[config.mk]
export PLATFORM = sky130hd
export DESIGN_NAME = ram2_arbiter
export DESIGN_NICKNAME = d
export VERILOG_FILES = /design/src/rtl/ram2_arbiter_pkg.sv /design/src/rtl/ram2_arbiter_fsm.sv /design/src/rtl/ram2_arbiter.sv
export SDC_FILE = /design/constraint.sdc
export NUM_CORES = 1
export LEC_CHECK = 0
export ABC_AREA = 0
export CORE_MARGIN = 2
export CORE_UTILIZATION = 30
export CTS_BUF_LIST = sky130_fd_sc_hd__clkbuf_16
export CTS_CLUSTER_SIZE = 20
export DETAILED_ROUTE_END_ITERATION = 7
export PLACE_DENSITY = 0.72
export SYNTH_ARGS = -nofsm -noshare
export SYNTH_HDL_FRONTEND = slang
export SYNTH_SLANG_ARGS = --single-unit
[constraint.sdc]
create_clock -name clk -period 3.9 [get_ports clk]
set_input_delay 0.78 -clock clk [delete_from_list [all_inputs] [get_ports clk]]
set_output_delay 0.78 -clock clk [all_outputs]
set_load 0.05 [all_outputs]
[src/rtl/ram2_arbiter_pkg.sv]
// Shared types and constants for the RAM2 arbiter: FSM states, owner encoding,
// the MEM chip-enable value that selects RAM2, and the SRAM control-pin set per state.
package ram2_arbiter_pkg;

  typedef enum logic [2:0] {
    RAM2_IDLE = 3'd0,
    RAM2_RD1  = 3'd1,
    RAM2_RD2  = 3'd2,
    RAM2_WR1  = 3'd3,
    RAM2_WR2  = 3'd4,
    RAM2_WR3  = 3'd5,
    RAM2_DONE = 3'd6
  } ram2_state_e;

  typedef enum logic {
    RAM2_OWNER_IF  = 1'b0,
    RAM2_OWNER_MEM = 1'b1
  } ram2_owner_e;

  localparam logic RAM_RAM2_CHIP_ENABLE = 1'b1;

  typedef struct packed {
    logic ce_n;
    logic oe_n;
    logic we_n;
    logic data_oe;
  } sram_ctrl_t;

  localparam sram_ctrl_t SRAM_CTRL_IDLE = '{ce_n: 1'b1, oe_n: 1'b1, we_n: 1'b1, data_oe: 1'b0};

  // Control pins that must be present while the FSM sits in state s.
  function automatic sram_ctrl_t sram_ctrl_for(input ram2_state_e s);
    sram_ctrl_t c;
    c = SRAM_CTRL_IDLE;
    case (s)
      RAM2_RD1, RAM2_RD2: begin
        c.ce_n = 1'b0;
        c.oe_n = 1'b0;
      end
      RAM2_WR1, RAM2_WR3: begin
        c.ce_n    = 1'b0;
        c.data_oe = 1'b1;
      end
      RAM2_WR2: begin
        c.ce_n    = 1'b0;
        c.we_n    = 1'b0;
        c.data_oe = 1'b1;
      end
      default: ;
    endcase
    return c;
  endfunction

endpackage

[src/rtl/ram2_arbiter_fsm.sv]
// Grant/sequencing FSM for RAM2: fixed MEM-over-IF priority in IDLE, fixed-length
// read and write sequences, and a mandatory DONE cycle before the next grant.
module ram2_arbiter_fsm
  import ram2_arbiter_pkg::*;
(
  input  logic        clk,
  input  logic        rst,
  input  logic        mem_pending,
  input  logic        mem_write,
  input  logic        if_req,
  output ram2_state_e state,
  output ram2_state_e next_state,
  output ram2_owner_e owner,
  output ram2_owner_e next_owner,
  output logic        grant
);

  always_ff @(posedge clk or negedge rst) begin
    if (!rst) begin
      state <= RAM2_IDLE;
      owner <= RAM2_OWNER_IF;
    end else begin
      state <= next_state;
      owner <= next_owner;
    end
  end

  // Every non-IDLE state advances unconditionally, so a misbehaving requester can never stall the FSM.
  always_comb begin
    next_state = state;
    next_owner = owner;
    grant      = 1'b0;
    case (state)
      RAM2_IDLE: begin
        if (mem_pending) begin
          grant      = 1'b1;
          next_owner = RAM2_OWNER_MEM;
          next_state = mem_write ? RAM2_WR1 : RAM2_RD1;
        end else if (if_req) begin
          grant      = 1'b1;
          next_owner = RAM2_OWNER_IF;
          next_state = RAM2_RD1;
        end
      end
      RAM2_RD1: next_state = RAM2_RD2;
      RAM2_RD2: next_state = RAM2_DONE;
      RAM2_WR1: next_state = RAM2_WR2;
      RAM2_WR2: next_state = RAM2_WR3;
      RAM2_WR3: next_state = RAM2_DONE;
      RAM2_DONE: next_state = RAM2_IDLE;
      default: next_state = RAM2_IDLE;
    endcase
  end

endmodule

[src/rtl/ram2_arbiter.sv]
// RAM2 arbiter top: shares the single-port SRAM between IF reads and MEM reads/writes,
// drives all SRAM pins from registers and returns data with a one-cycle ready pulse.
module ram2_arbiter
  import ram2_arbiter_pkg::*;
#(
  parameter int ADDR_W = 18,
  parameter int DATA_W = 32
) (
  input  logic              clk,
  input  logic              rst,
  input  logic              if_req_i,
  input  logic [31:0]       if_addr_i,
  output logic [31:0]       if_inst_o,
  output logic              if_ready_o,
  input  logic              mem_ce_i,
  input  logic              mem_re_i,
  input  logic              mem_we_i,
  input  logic [31:0]       mem_addr_i,
  input  logic [DATA_W-1:0] mem_data_i,
  output logic [DATA_W-1:0] mem_data_o,
  output logic              mem_ready_o,
  output logic              stall_req_o,
  output logic [ADDR_W-1:0] sram_addr_o,
  output logic [DATA_W-1:0] sram_data_o,
  output logic              sram_data_oe,
  input  logic [DATA_W-1:0] sram_data_i,
  output logic              sram_ce_n,
  output logic              sram_oe_n,
  output logic              sram_we_n
);

  logic        mem_pending;
  logic        grant;
  logic        unused_addr_bits;
  ram2_state_e state;
  ram2_state_e next_state;
  ram2_owner_e owner;
  ram2_owner_e next_owner;
  sram_ctrl_t  ctrl_q;

  assign mem_pending      = (mem_ce_i == RAM_RAM2_CHIP_ENABLE) && (mem_re_i || mem_we_i);
  assign unused_addr_bits = ^{if_addr_i[31:ADDR_W], mem_addr_i[31:ADDR_W]};

  ram2_arbiter_fsm u_fsm (
    .clk         (clk),
    .rst         (rst),
    .mem_pending (mem_pending),
    .mem_write   (mem_we_i),
    .if_req      (if_req_i),
    .state       (state),
    .next_state  (next_state),
    .owner       (owner),
    .next_owner  (next_owner),
    .grant       (grant)
  );

  // Pins are registered from the state being entered, so they change only on clock edges
  // and address/data are latched once at grant; we_n therefore never falls with an address change.
  always_ff @(posedge clk or negedge rst) begin
    if (!rst) begin
      ctrl_q      <= SRAM_CTRL_IDLE;
      sram_addr_o <= '0;
      sram_data_o <= '0;
    end else begin
      ctrl_q <= sram_ctrl_for(next_state);
      if (grant) begin
        sram_addr_o <= (next_owner == RAM2_OWNER_MEM) ? mem_addr_i[ADDR_W-1:0]
                                                      : if_addr_i[ADDR_W-1:0];
        if (next_state == RAM2_WR1) begin
          sram_data_o <= mem_data_i;
        end
      end
    end
  end

  // Read data is sampled at the end of RD2 so it appears together with the DONE ready pulse.
  always_ff @(posedge clk or negedge rst) begin
    if (!rst) begin
      if_inst_o   <= '0;
      mem_data_o  <= '0;
      if_ready_o  <= 1'b0;
      mem_ready_o <= 1'b0;
    end else begin
      if_ready_o  <= (next_state == RAM2_DONE) && (owner == RAM2_OWNER_IF);
      mem_ready_o <= (next_state == RAM2_DONE) && (owner == RAM2_OWNER_MEM);
      if (state == RAM2_RD2) begin
        if (owner == RAM2_OWNER_IF) begin
          if_inst_o <= sram_data_i;
        end else begin
          mem_data_o <= sram_data_i;
        end
      end
    end
  end

  assign sram_ce_n    = ctrl_q.ce_n;
  assign sram_oe_n    = ctrl_q.oe_n;
  assign sram_we_n    = ctrl_q.we_n;
  assign sram_data_oe = ctrl_q.data_oe;

  assign stall_req_o = (if_req_i && !if_ready_o) || (mem_pending && !mem_ready_o);

endmodule

==> impl_metrics.json, run 1 <==
{
  "synthesis.yosys.warnings": 0,
  "rsz0062_at_grt": "false",
  "viasPerCell": 4.56,
  "grt_pass1_vias": 3984,
  "numPortBuffers": 226,
  "post_cts_buffers": 0,
  "fin_skew_ps": 5.73,
  "synthAdderAreaFrac_pct": 0.254,
  "clk_latency_ps": 400,
  "power_density_nw_per_um2": 1110,
  "rows": 46,
  "synth.distinct_cells": 26,
  "synthMuxAreaShare_pct": 24.5,
  "ios": 255,
  "synth_edf_count": 0,
  "n_antenna_cell": 0,
  "synth-compound-area-share_pct": 6.15,
  "die_h_um": 132,
  "ctsHoldBuffers": 0,
  "syn_nets": 461,
  "core_um2": 15900,
  "root_buffer": "clkbuf_16",
  "max_stage_delay_ps": 830,
  "startpoint_type": "input pin",
  "gp_routability_congestion": 0.769,
  "crit_path_end_kind": "output pin",
  "status": "finished, final reports clean",
  "slew_headroom_pct": 43.2,
  "cp_data_arrival_time_ps": 2430,
  "setup_viol": 0,
  "htree_levels": 4,
  "drt_first_pass_iters": 4,
  "nets": 694,
  "startpoint": "if_req_i",
  "cts-resized-gates": 0,
  "netlist_instances": 326,
  "gr-total-overflow": 0,
  "numCtsBuffers": 17,
  "multiInputGateArea_um2": 1720,
  "drt_iter0_drc": 188,
  "max_slew.worst_pin.slew_ps": 852,
  "fmax_mhz": 312,
  "p_leak_nw": 3.40,
  "grt_use_total_pct": 15.4,
  "synth_xor_area_share_pct": 0,
  "clk_pin_slew_ps": 50,
  "synth.avg_cell_area_um2": 15.1,
  "synthesis.area_um2": 4920,
  "critPathKind": "in -> out",
  "fin_util_pct": 50.3,
  "start_util_pct": 30.9,
  "ant_nets": 0,
  "finalCritPeriodShare_pct": 82.2,
  "regArea_um2": 3110,
  "r2r_slack_ps": 1490,
  "synth_top_family_by_area": "multiplexers",
  "grt_max_degree": 66,
  "antenna_found_initial": 0,
  "timing.rr.end": "sram_data_o[17]$_DFFE_PN0P_",
  "path_max_fanout": 5,
  "async_flop_share_pct": 100,
  "num_vias": 3594,
  "clock_path_buffers": 2,
  "synth-simple-area-share_pct": 3.66,
  "slowest_stage": "clkdlybuf4s50_1",
  "cp_common_cell": "clkdlybuf4s50_1",
  "ir_drop_uv": 525,
  "period_needed_ps": 3210,
  "grt_pass1_wl_um": 21300,
  "finalSetupTns_ps": 0,
  "cp_data_required_time_ps": 3120,
  "synth_ff_type": "dfrtp_1",
  "dpl.hpwl_um": 9260,
  "path_cells": "clkdlybuf4s50_1 -> inv_1 -> o22ai_1 -> clkdlybuf4s50_1",
  "yosysSeqAreaShare_pct": 63.1,
  "synth_seq_cells": 124,
  "drt-total-wl_um": 13000,
  "hold_violations": 0,
  "maxCapViolCount": 0,
  "fill_cells": 1356,
  "die-width_um": 132,
  "area_delta_synth_final_pct": 63.1,
  "die-area_um2": 17400,
  "drive_gt1_share_pct": 24.7,
  "drv_slew": 0,
  "cts_tree": "done",
  "min_path_type": "in -> async",
  "r2r_start": "u_fsm.state[0]$_DFF_PN0_",
  "clock-sinks": 124,
  "drc": 0,
  "holdWs_ps": 462,
  "rr_worst_depth": 4,
  "wl_per_cell_um": 16.6
}
per-stage QoR:
| stage | total power [mW] | setup WS [ps] | cell area (µm²) | std cells |
|---|---|---|---|---|
| final | 8.93 | 693 | 8030 | 788 |
| after global routing | 9.33 | 613 | 8030 | 788 |
| after CTS | 9.03 | 694 | 8030 | 788 |
| after detailed placement | 7.37 | 706 | 7420 | 756 |
| after global placement | 7.28 | 690 | 7420 | 756 |
| after floorplan | 5.67 | 996 | 4920 | 326 |
area by class of cell:
type,instances,area share [%]
well taps,216,3.37
clock inverters,15,2.24
clock buffers,17,5.30
multi-input cells,182,21.5
inverters,3,0.140
flip-flops and latches,124,38.7
repair buffers,231,28.8
worst max path at each step:
stage / end / depth (start not counted) / slack [ps]
2_1_floorplan: stall_req_o / 4 / 1000
3_3_place_gp: stall_req_o / 4 / 690
3_5_place_dp: stall_req_o / 4 / 710
4_1_cts: stall_req_o / 4 / 690
5_1_grt: stall_req_o / 4 / 610
6_report: stall_req_o / 4 / 690
registers in the layout, indices dropped and copies added (netlist names):
register and cells:
if_inst_o 32, if_ready_o 1, mem_data_o 32, mem_ready_o 1
sram_addr_o 18, sram_ce_n 1, sram_data_o 32, sram_data_oe 1
sram_oe_n 1, sram_we_n 1, u_fsm.owner 1, u_fsm.state 3
cell usage in the layout, fill, tap and decap left out, types with 5 or more instances in the layout:
| master | n |
|---|---|
| dfrtp_1 | 121 |
| clkdlybuf4s50_1 | 225 |
| o22ai_1 | 19 |
| mux2_4 | 30 |
| clkbuf_16 | 17 |
| clkinv_2 | 5 |
| nor2_1 | 23 |
| a21oi_1 | 19 |
| buf_4 | 5 |
| mux2_2 | 67 |
cell usage after synthesis, types with 2 or more instances:
cell type,instances,share of area [%]
o21ai_0,5,0.51
nand3_1,2,0.20
nor3_1,2,0.20
mux2_2,67,15
mux2_4,30,9.2
a21oi_1,19,1.9
dfstp_2,3,1.6
dfrtp_1,121,62
buf_2,7,0.71
buf_6,4,0.92
clkbuf_1,6,0.46
nor2_1,23,1.8
nor4b_2,2,0.61
o22ai_1,19,2.4
inv_1,3,0.23
nand2_1,3,0.23
worst max-delay path, delay by kind of cell:
| kind | cells | cell delay, ps |
|---|---|---|
| AO/OA/AOI/OAI | 1 | 170 |
| buffers and inverters | 3 | 1470 |
layer usage:
| layer | routed length [µm] | GRT usage, % | vias to the layer above |
|---|---|---|---|
| met5 | 0 | 0 | - |
| met4 | 267 | 6.76 | 0 |
| met3 | 830 | 5.31 | 19 |
| met2 | 6830 | 26.8 | 139 |
| met1 | 5110 | 17.2 | 1800 |
| li1 | - | - | 1636 |
power breakdown:
part	total, mW	internal (mW)	switching, mW
sequential	2.32	1.95	0.369
clock	1.61	1.06	0.557
combinational	5.00	1.91	3.09
total	8.93	4.91	4.02
logic make-up after synthesis:
group	Yosys count
AOI/OAI and AO/OA	49
DFF	124
and+or+nand+nor	35
adders and majority gates	1
buffers and inverters	20
muxes	97
(Power assumes the default switching activity.)
==> inputs of run 2 (changes only) <==
PLACE_DENSITY = 0.74   (was 0.72)
clock period = 2.87 ns   (was 3.9 ns; I/O delays follow)
==> run 2 against run 1 <==
  * Setup slack worse by 120 ps
  * Critical path depth is 3 lower
  * Sequential cell count did not move
  * Power grew 36%
  * Highest routed layer unchanged
==> impl_metrics.json, run 2 (same netlist as run 1, synthesis figures left out) <==
{
  "area_delta_synth_final_pct": 63.3,
  "ir_drop_uv": 854,
  "core_um2": 15900,
  "crit_path_end": "sram_ce_n",
  "clock_path_buffers": 2,
  "r2r_start": "u_fsm.state[2]$_DFF_PN0_",
  "numCtsBuffers": 17,
  "gr-max-usage-layer": "met2",
  "cts-resized-gates": 0,
  "top_regs": "if_inst_o x32, mem_data_o x32, sram_data_o x32",
  "drc": 0,
  "p_leak_nw": 3.40,
  "ant_nets": 0,
  "rsz0062_at_grt": "false",
  "numPortBuffers": 226,
  "grt_max_degree": 74,
  "gr-total-overflow": 0,
  "max_slew.worst_pin.slew_ps": 867,
  "r2r_slack_ps": 780,
  "fmax_mhz": 435,
  "dp_slack_ps": 270,
  "htree_levels": 4,
  "num_vias": 3596,
  "crit_path_end_kind": "output pin",
  "status": "finished, final reports clean",
  "drt-total-wl_um": 13000,
  "grt_pass1_vias": 3999,
  "slew_headroom_pct": 41.9,
  "wl_per_cell_um": 16.5,
  "cp.depth": 1,
  "critPathTopFamily": "buffers and inverters",
  "critPathKind": "reg -> out",
  "gp_routability_congestion": 0.756,
  "die-width_um": 132,
  "dpl.hpwl_um": 9380,
  "min_path_type": "in -> async",
  "startpoint": "sram_ce_n$_DFF_PN1_",
  "finalSetupTns_ps": 0,
  "ios": 255,
  "clk_pin_slew_ps": 60,
  "nets": 697,
  "regArea_um2": 3110,
  "drt_first_pass_iters": 4,
  "post_cts_buffers": 0,
  "start_util_pct": 30.9,
  "die_h_um": 132,
  "cts_tree": "done",
  "met2_usage_pct": 26.5,
  "n_antenna_cell": 0,
  "cp_data_arrival_time_ps": 1730,
  "path_buf_inv": 1,
  "die-area_um2": 17400,
  "cp_data_required_time_ps": 2300,
  "setup_ws_ps": 571,
  "finalCritPeriodShare_pct": 80.1,
  "layout_common_cells": "clkdlybuf4s50_1, dfrtp_1, mux2_2, mux2_4, nor2_1",
  "grt_pass1_wl_um": 21300,
  "ctsHoldBuffers": 0,
  "fill_cells": 1386,
  "layout_commonest_cell": "clkdlybuf4s50_1",
  "root_buffer": "clkbuf_16",
  "gr-usage-met1_pct": 17.1,
  "period_needed_ps": 2300,
  "setup_viol": 0,
  "fin_util_pct": 50.4,
  "viasPerCell": 4.55,
  "path_cells": "clkdlybuf4s50_1",
  "drt_iter0_drc": 84,
  "rr_worst_depth": 5,
  "grt_use_total_pct": 15.5,
  "rows": 46,
  "grt_util_met3_pct": 7.19,
  "clock-sinks": 124,
  "fin_skew_ps": 7.25,
  "max_stage_delay_ps": 810,
  "timing.rr.end": "sram_addr_o[12]$_DFFE_PN0P_",
  "path_max_fanout": 1,
  "power_density_nw_per_um2": 1510,
  "slowest_stage": "clkdlybuf4s50_1",
  "startpoint_type": "register",
  "holdWs_ps": 29.6,
  "antenna_found_initial": 0,
  "drive_gt1_share_pct": 25.0,
  "hold_violations": 0,
  "multiInputGateArea_um2": 1720,
  "maxCapViolCount": 0,
  "drv_slew": 0,
  "clk_latency_ps": 410
}
[run 2: cell types whose count changed in the layout (fill, tap and decap cells not counted), sizes merged]
cell / change
buf: +4
clkdlybuf4s50: -1
clkinvlp: +1
bufinv: -1
[run 2: where the power goes]
group	internal [mW]	total, mW	switching, mW
logic	2.61	6.84	4.23
clock network	1.34	2.10	0.755
registers	2.65	3.17	0.517
[run 2: metal layers]
metal	wire, µm	vias to the layer above
met1	4990	1785
met3	1290	15
li1	-	1634
met4	200	0
met5	0	-
met2	6540	162
[run 2: worst min-delay path by stage]
stage | startpoint | to | slack, ps
floorplan | rst | if_inst_o[0]$_DFFE_PN0P_ | 280
CTS | rst | sram_data_o[27]$_DFFE_PN0P_ | 10
detailed placement | rst | sram_data_o[27]$_DFFE_PN0P_ | 460
global route | rst | sram_data_o[27]$_DFFE_PN0P_ | 20
global placement | rst | sram_data_o[27]$_DFFE_PN0P_ | 450
finish | rst | sram_data_o[27]$_DFFE_PN0P_ | 30
[run 2: per-stage QoR]
step / power (mW) / cell area, µm² / std cells
floorplan: 7.70 / 4920 / 326
global placement: 9.88 / 7450 / 759
detailed placement: 10.1 / 7450 / 759
CTS: 12.2 / 8040 / 791
global route: 12.7 / 8040 / 791
finish: 12.1 / 8040 / 791
[run 2: area by class of cell]
class | instances | share of cell area, %
well taps | 216 | 3.36
clock buffers | 17 | 5.29
inverters | 3 | 0.140
flip-flops and latches | 124 | 38.7
multi-input cells | 182 | 21.4
clock inverters | 15 | 1.95
repair buffers | 234 | 29.1
==> inputs of run 3 (changes only) <==
PLACE_DENSITY = 0.72   (was 0.74)
clock period = 2.4 ns   (was 2.87 ns; I/O delays follow)
==> run 3 against run 2 <==
  * Via count is 0.42% lower
  * Routed wire length is 0.94% lower
  * Largest power group unchanged
  * Final cell count is 0.88% higher
  * Critical path depth stayed put
  * First-iteration DRC count is 30% higher
==> impl_metrics.json, run 3 (same netlist as run 1, synthesis figures left out) <==
{
  "layout_common_cells": "clkdlybuf4s50_1, dfrtp_1, mux2_2, mux2_4, nor2_1",
  "post_cts_buffers": 0,
  "grt_max_degree": 74,
  "fin_skew_ps": 4.59,
  "antenna_found_initial": 0,
  "r2r_start": "u_fsm.state[0]$_DFF_PN0_",
  "dp_slack_ps": -54.7,
  "clock-sinks": 124,
  "finalCritPeriodShare_pct": 92.3,
  "period_needed_ps": 2210,
  "drive_gt1_share_pct": 25.3,
  "viasPerCell": 4.49,
  "rsz0062_at_grt": "false",
  "gr-total-overflow": 0,
  "startpoint_type": "register",
  "root_buffer": "clkbuf_16",
  "slowest_stage": "clkdlybuf4s50_1",
  "dpl.hpwl_um": 9410,
  "power_density_nw_per_um2": 1780,
  "num_vias": 3581,
  "drt-total-wl_um": 12900,
  "die_h_um": 132,
  "ios": 255,
  "cp_data_arrival_time_ps": 1730,
  "critPathKind": "reg -> out",
  "startpoint": "sram_ce_n$_DFF_PN1_",
  "setup_ws_ps": 186,
  "path_max_fanout": 1,
  "final_area_um2": 8080,
  "post_dp_cell_area_um2": 7540,
  "fill_cells": 1361,
  "critPathTopFamily": "buffers and inverters",
  "die-area_um2": 17400,
  "grt_pass1_vias": 4002,
  "p_leak_nw": 3.43,
  "setup_viol": 0,
  "cts_tree": "done",
  "cp_data_required_time_ps": 1920,
  "top_regs": "if_inst_o x32, mem_data_o x32, sram_data_o x32",
  "slew_headroom_pct": 48.4,
  "numPortBuffers": 226,
  "final-instance-count-excl-fill": 798,
  "crit_path_end_kind": "output pin",
  "path_buf_inv": 1,
  "area_delta_synth_final_pct": 64.2,
  "gp_routability_congestion": 0.814,
  "grt_use_total_pct": 15.5,
  "dpl.cell_count": 767,
  "nets": 705,
  "regArea_um2": 3110,
  "clk_latency_ps": 400,
  "ant_nets": 0,
  "n_antenna_cell": 0,
  "drt_first_pass_iters": 4,
  "ir_drop_uv": 695,
  "die-width_um": 132,
  "start_util_pct": 30.9,
  "finalSetupTns_ps": 0,
  "r2r_slack_ps": 360,
  "max_slew.worst_pin.slew_ps": 769,
  "path_cells": "clkdlybuf4s50_1",
  "maxCapViolCount": 0,
  "min_path_type": "in -> async",
  "rows": 46,
  "wl_per_cell_um": 16.2,
  "htree_levels": 4,
  "cts-resized-gates": 0,
  "numCtsBuffers": 17,
  "status": "finished, final reports clean",
  "drt_iter0_drc": 109,
  "hold_violations": 0,
  "core_um2": 15900,
  "grt_pass1_wl_um": 21400,
  "max_stage_delay_ps": 820,
  "multiInputGateArea_um2": 1720,
  "ctsHoldBuffers": 0,
  "fmax_mhz": 452,
  "clock_path_buffers": 2,
  "p_total_mw": 14.3,
  "clk_pin_slew_ps": 50,
  "drc": 0,
  "drv_slew": 0,
  "layout_commonest_cell": "clkdlybuf4s50_1"
}
[run 3: cell count changes in the layout (fill, tap and decap cells not counted), sizes merged]
cell	delta
buf	+8
clkinv	-2
clkinvlp	-1
inv	+3
bufinv	-1
[run 3: where the power goes]
group	switching, mW	leakage (nW)	internal [mW]
clock	0.842	0.273	1.48
sequential	0.604	1.46	3.17
combinational	5.05	1.70	3.20
[run 3: worst reg2reg max path, delay by kind of cell (launching register included)]
family / cells / cell delay, ps
AOI/OAI and AO/OA: 1 / 270
buffers and inverters: 1 / 230
DFF: 1 / 530
muxes: 2 / 670
and+or+nand+nor: 1 / 230
[run 3: area by class of cell]
| class | instances | share of cell area (%) |
|---|---|---|
| timing repair buffer | 242 | 30.0 |
| clock inverter | 14 | 1.42 |
| clock buffer | 17 | 5.27 |
| inverter | 3 | 0.139 |
| multi-input combinational | 182 | 21.3 |
| sequential | 124 | 38.5 |
| tap | 216 | 3.35 |
[run 3: routing by layer]
metal  up-vias  part of all wire (%)  global-route usage [%]
met1      1784                    39                    17.5
met3        14                   6.9                    5.42
li1       1654                     -                       -
met4         0                   1.4                    5.74
met5         -                     0                       0
met2       129                    53                    27.2
[run 3: final timing paths]
check                                                  end  cells after the start
max in group asynchronous       sram_data_o[8]$_DFFE_PN0P_                      2
min in group clk                mem_data_o[19]$_DFFE_PN0P_                      1
worst max-delay path                             sram_ce_n                      1
worst min register to register  mem_data_o[19]$_DFFE_PN0P_                      1
worst min-delay path            mem_data_o[12]$_DFFE_PN0P_                      2
worst max register to register  sram_data_o[6]$_DFFE_PN0P_                      5
[run 3: metrics by stage]
stage               hold WS [ps]  utilization [%]
floorplan                    184                -
global placement             488             47.3
detailed placement           495             47.3
CTS                         90.8             50.7
global route                 112             50.7
finish                      89.7             50.7
